### src/rtl/rf_alu_sequencer.sv
// Micro-sequencer: fetches 16-bit register-to-register ALU instructions, reads operands,
// drives the ALU and writes back. Optional single-step PAUSE state under macro SEQ_STEP_EN.
module rf_alu_sequencer #(
   parameter int DATA_W   = 16,
   parameter int PROG_LEN = 16,
   parameter int PC_W     = 4
) (
   input  logic              clk,
   input  logic              reset,
   input  logic              start,
`ifdef SEQ_STEP_EN
   input  logic              step,
`endif
   output logic [PC_W-1:0]   instr_addr,
   input  logic [15:0]       instr_data,
   output logic [3:0]        rf_addr_a,
   output logic [3:0]        rf_addr_b,
   input  logic [DATA_W-1:0] rf_data_a,
   input  logic [DATA_W-1:0] rf_data_b,
   output logic [3:0]        alu_op,
   output logic [DATA_W-1:0] alu_a,
   output logic [DATA_W-1:0] alu_b,
   input  logic [DATA_W-1:0] alu_result,
   output logic              rf_wr_en,
   output logic [3:0]        rf_wr_addr,
   output logic [DATA_W-1:0] rf_wr_data,
   output logic              busy,
   output logic              done,
   output logic [DATA_W-1:0] last_result
);

`ifdef SEQ_STEP_EN
   typedef enum logic [2:0] {
      S_IDLE, S_FETCH, S_READ, S_EXEC, S_WRITE, S_DONE, S_PAUSE
   } state_t;
`else
   typedef enum logic [2:0] {
      S_IDLE, S_FETCH, S_READ, S_EXEC, S_WRITE, S_DONE
   } state_t;
`endif

   localparam logic [PC_W-1:0] PC_LAST = PC_W'(PROG_LEN - 1);
   localparam logic [3:0]      OP_HALT = 4'hF;

   state_t              state;
   logic [PC_W-1:0]     pc;
   logic [15:0]         ir;
   logic [DATA_W-1:0]   opa;
   logic [DATA_W-1:0]   opb;
   logic [DATA_W-1:0]   res;

   always_ff @(posedge clk) begin
      if (reset) begin
         state       <= S_IDLE;
         pc          <= '0;
         ir          <= '0;
         opa         <= '0;
         opb         <= '0;
         res         <= '0;
         last_result <= '0;
      end else begin
         case (state)
            S_IDLE: begin
               if (start) begin
                  pc    <= '0;
                  state <= S_FETCH;
               end
            end
            S_FETCH: begin
               ir    <= instr_data;
               state <= (instr_data[15:12] == OP_HALT) ? S_DONE : S_READ;
            end
            S_READ: begin
               opa   <= rf_data_a;
               opb   <= rf_data_b;
               state <= S_EXEC;
            end
            S_EXEC: begin
               res   <= alu_result;
               state <= S_WRITE;
            end
            S_WRITE: begin
               last_result <= res;
               if (pc == PC_LAST) begin
                  state <= S_DONE;
               end else begin
                  pc <= pc + 1'b1;
`ifdef SEQ_STEP_EN
                  state <= S_PAUSE;
`else
                  state <= S_FETCH;
`endif
               end
            end
`ifdef SEQ_STEP_EN
            S_PAUSE: begin
               if (step) state <= S_FETCH;
            end
`endif
            S_DONE:  state <= S_IDLE;
            default: state <= S_IDLE;
         endcase
      end
   end

   // Datapath outputs come straight from registers so they never glitch between states.
   assign instr_addr = pc;
   assign rf_addr_a  = ir[7:4];
   assign rf_addr_b  = ir[3:0];
   assign alu_op     = ir[15:12];
   assign alu_a      = opa;
   assign alu_b      = opb;
   assign rf_wr_addr = ir[11:8];
   assign rf_wr_data = res;

   // Reset gating keeps a write from landing on the same edge that aborts the program.
   assign rf_wr_en = (state == S_WRITE) && !reset;
   assign done     = (state == S_DONE);
`ifdef SEQ_STEP_EN
   assign busy = (state == S_FETCH) || (state == S_READ) || (state == S_EXEC) ||
                 (state == S_WRITE) || (state == S_PAUSE);
`else
   assign busy = (state == S_FETCH) || (state == S_READ) || (state == S_EXEC) ||
                 (state == S_WRITE);
`endif

endmodule
### config.mk
export PLATFORM = sky130hd
export DESIGN_NAME = rf_alu_sequencer
export DESIGN_NICKNAME = d
export VERILOG_FILES = /design/src/rtl/rf_alu_sequencer.sv
export SDC_FILE = /design/constraint.sdc
export NUM_CORES = 1
export LEC_CHECK = 0
export CAP_MARGIN = 20
export CORE_ASPECT_RATIO = 1.75
export CORE_MARGIN = 4
export CORE_UTILIZATION = 33
export DETAILED_ROUTE_END_ITERATION = 16
export DONT_BUFFER_PORTS = 1
export PLACE_DENSITY_LB_ADDON = 0.12
export SYNTH_ARGS = -nofsm -noshare
export SYNTH_HDL_FRONTEND = slang
export SYNTH_SLANG_ARGS = --single-unit
### constraint.sdc
create_clock -name clk -period 1.6 [get_ports clk]
set_input_delay 0.32 -clock clk [delete_from_list [all_inputs] [get_ports clk]]
set_output_delay 0.32 -clock clk [all_outputs]
set_load 0.1 [all_outputs]
==> summary.md <==
| Metric | Value |
|---|---|
| H-tree depth | `3` |
| Failing checks | `negative setup slack` |
| Seq pwr share | `40.2%` |
| Syn Area/Cell | `7.92 sq um` |
| Area of the multi-input gates | `1340 sq um` |
| Fin crit period | `1.66 ns` |
| Top FF cell, synth | `dfxtp_1` |
| Vias in the first global route | `about 2700` |
| Simple-gate share of the synthesized area | `24.7%` |
| Fillcell total | `957` |
| Synth-to-Final Area Change | `40.2%` |
| Placed Area | `4050 sq um` |
| IO Port Bufs | `0` |
| # IOs | `154` |
| Sequential share of the synthesized area | `~55%` |
| Post-DP HPWL | `6200 um` |
| Min-delay src | `reset` |
| Top achievable clock speed | `602 MHz` |
| Routed wire length | `8580 um` |
| First-pass GRT wire length | `13200 um` |
| Core region area | `9410 sq um` |
| Synth Instances | `399` |
| Finish-stage setup viols | `2` |
| Adder-cell share of the synthesized area | `0.396%` |
| Die area | `approximately 11000 sq um` |
| Rows | `47` |
| Antenna violations before repair | `0` |
| EDFF count, synth | `0` |
| Hold Path End | `instr_addr[1]$_SDFFE_PP0P_` |
| Post-route DRC | `0` |
| Detail Route Antenna Nets | `0` |
| Post-Syn Nets | `approximately 470` |
| Pin slew with the least headroom to its limit | `0.319 ns` |
| Die width | `about 82 um` |
| Clk root buf | `clkbuf_16` |
| Status | `finished with violations` |
| Leak | `1.74 nW` |
| Final hold violation count | `0` |
| Final GP Congestion | `0.763` |
| Mux contribution to synthesized area | `0%` |
| Worst r2r path cells | `4` |
| Critical Path End Type | `primary output` |
| Hold_ws | `between 0.04 and 0.05 ns` |
| Worst-path clk slew | `0.06 ns` |
| Ranking of synthesized cells by area | `dfxtp_1 (55%), nand2_1 (19%), a21oi_1 (13%)` |
| Drt first pass iters | `4` |
| Synth cell types | `26` |
| Die height | `137 um` |
| Peak supply drop | `between 0.0005 and 0.0006 V` |
| Clock share of power | `a little over two fifths` |
| Syn. warnings | `0` |
| Gr usage total | `15.2%` |
| Worst skew pair latency | `around 0.33 ns` |
| P_sw | `0.00161 W` |
| Design Power | `between 0.005 and 0.006 W` |
| Largest family of logic cells by synthesized area | `simple AND/OR/NAND/NOR gates` |
| Congestion Overflow GR | `0` |
| Slack of the critical path | `-0.0619 ns` |
| Synth Area in XOR/XNOR | `less than 1%` |
| DR vias | `2845` |
| Synthesized area | `approximately 3200 sq um` |
| Yosys top cell by area | `dfxtp_1` |
| Pwr Density | `between 1000 and 1500 nW/um^2` |
| Async SR Flop Fraction | `0%` |
| Worst R2R Setup Slack | `0.04 ns` |
| TritonCTS clock tree | `yes` |
| Worst R2R End | `instr_addr[3]$_SDFFE_PP0P_` |
| Critical R2R Launch | `state[2]$_SDFFE_PP0P_` |
| Switching share of power | `28.5%` |
| Startpoint class of the critical path | `flop` |
| WHS Path Cells | `1` |
| Initial DRC count | `97` |
| Top cells by count, synth | `nand2_1 (163), dfxtp_1 (87), a21oi_1 (85)` |
| Clk buf depth | `2` |
| WP data required | `1.28 ns` |
| CP Class | `flop to primary output` |
| HP Class | `primary input to flop` |
| Max-cap violations | `0` |
| RSZ-0062 raised after global routing | `yes` |
| Largest net degree at the start of global routing | `85` |
| Reg area | `1750 sq um` |
| Count leader, synth | `nand2_1` |
| Comb pwr share | `17.3%` |
| #FFs+latches synth | `87` |
| Antenna cell count | `0` |
| Crit-path max FO | `2` |
| Slew HR | `roughly four fifths` |
| Clock Sinks | `between 80 and 90` |
| Initial Util | `33.6%` |
| Layout Nets | `between 500 and 600` |
| Share of layout cells above drive strength 1 | `27.2%` |
| Final period util | `104%` |
| Via density | `4.68` |
| Drt wl/cell | `14.1 um` |
| Compound-gate portion of the synthesized area | `15.3%` |
| Power Internal | `a little over 0.004 W` |
| CP Data Arrival Time | `~1.3 ns` |
| Total CTS buffers | `9` |
| Fin area | `4430 sq um` |
| Clock Skews | `0.00522 ns` |
| Max-slew violation count | `0` |
| Area share of the largest cell type after synthesis | `55.1%` |
-- worst max-delay path by stage --
| stage | from | end | slack [ns] |
|---|---|---|---|
| floorplan | state[0]$_SDFFE_PP0P_ | rf_wr_en | -0.22 |
| global placement | state[0]$_SDFFE_PP0P_ | instr_addr[3]$_SDFFE_PP0P_ | 0.09 |
| detailed placement | state[2]$_SDFFE_PP0P_ | instr_addr[1]$_SDFFE_PP0P_ | 0.07 |
| CTS | state[0]$_SDFFE_PP0P_ | rf_wr_en | -0.08 |
| global route | state[2]$_SDFFE_PP0P_ | rf_wr_en | -0.12 |
| finish | state[2]$_SDFFE_PP0P_ | rf_wr_en | -0.06 |
-- worst max-delay path, cell delays in order (launching register included) --
cell     delay (ns)
dfxtp_2        0.33
or3b_4         0.39
nor2_4         0.11
buf_12         0.18
-- per-stage QoR --
stage                     instances  TNS [ns]  worst slack (ns)  utilization [%]
after detailed placement        591         0            0.0729             43.1
after CTS                       608    -0.163           -0.0778             47.0
after global placement          591         0            0.0889             43.1
after global routing            608    -0.266            -0.122             47.1
final                           608   -0.0890           -0.0619             47.1
after floorplan                 399    -0.218            -0.218                -
-- area by class of cell --
cell class / count / area share (%)
flip-flops and latches: 87 / 39.5
multi-input cells: 280 / 30.2
repair buffers: 100 / 18.8
clock buffers: 11 / 5.48
well taps: 122 / 3.45
clock inverters: 5 / 2.34
inverters: 3 / 0.254
-- flip-flops by register name, summed over array words and instances, names as in the netlist --
name and cells:
alu_a 16, alu_b 16, instr_addr 4, ir 16, last_result 16, rf_wr_data 16
state 3
-- cell usage in the layout, fill, tap and decap left out, drive strengths merged, types with 2 or more instances in the layout --
master  netlist  layout
dfxtp        87      87
nand2       163     163
nand3b        2       2
o211ai        3       3
a21oi        85      85
or4           2       2
nor3b         3       3
or3b          3       3
bufinv        0       3
inv           3       4
clkbuf       18      11
buf          11     100
nor2          6       6
-- layer usage --
layer / GRT usage, % / vias up / routed length (um)
met4: 6.19 / 0 / 174
li1: - / 1464 / -
met1: 15.9 / 1272 / 3100
met2: 26.6 / 97 / 4570
met3: 6.02 / 12 / 733
met5: 0 / - / 0
-- kinds of logic after synthesis --
kind of cell	after synthesis
and+or+nand+nor	186
AOI/OAI and AO/OA	92
DFF	87
buffers and inverters	32
xor gates and xnor gates	1
adders and majority gates	1
-- power by group through the flow --
stage                     Combinational [W]  Sequential [W]  Clock (W)
after global placement             0.000970         0.00231          0
after detailed placement           0.000979         0.00231          0
after CTS                          0.000985         0.00227    0.00247
after global routing                0.00103         0.00227    0.00255
after floorplan                    0.000274         0.00284          0
final                              0.000979         0.00227    0.00240
-- what timing repair did --
item | in CTS | in global routing
buffers inserted | 1 | 0
endpoints found under the setup margin | 2 | 5
hold buffers | 0 | 0
gates resized for setup | 4 | 4
pin swaps | 0 | 2
Power figures use the tool's default switching activity.
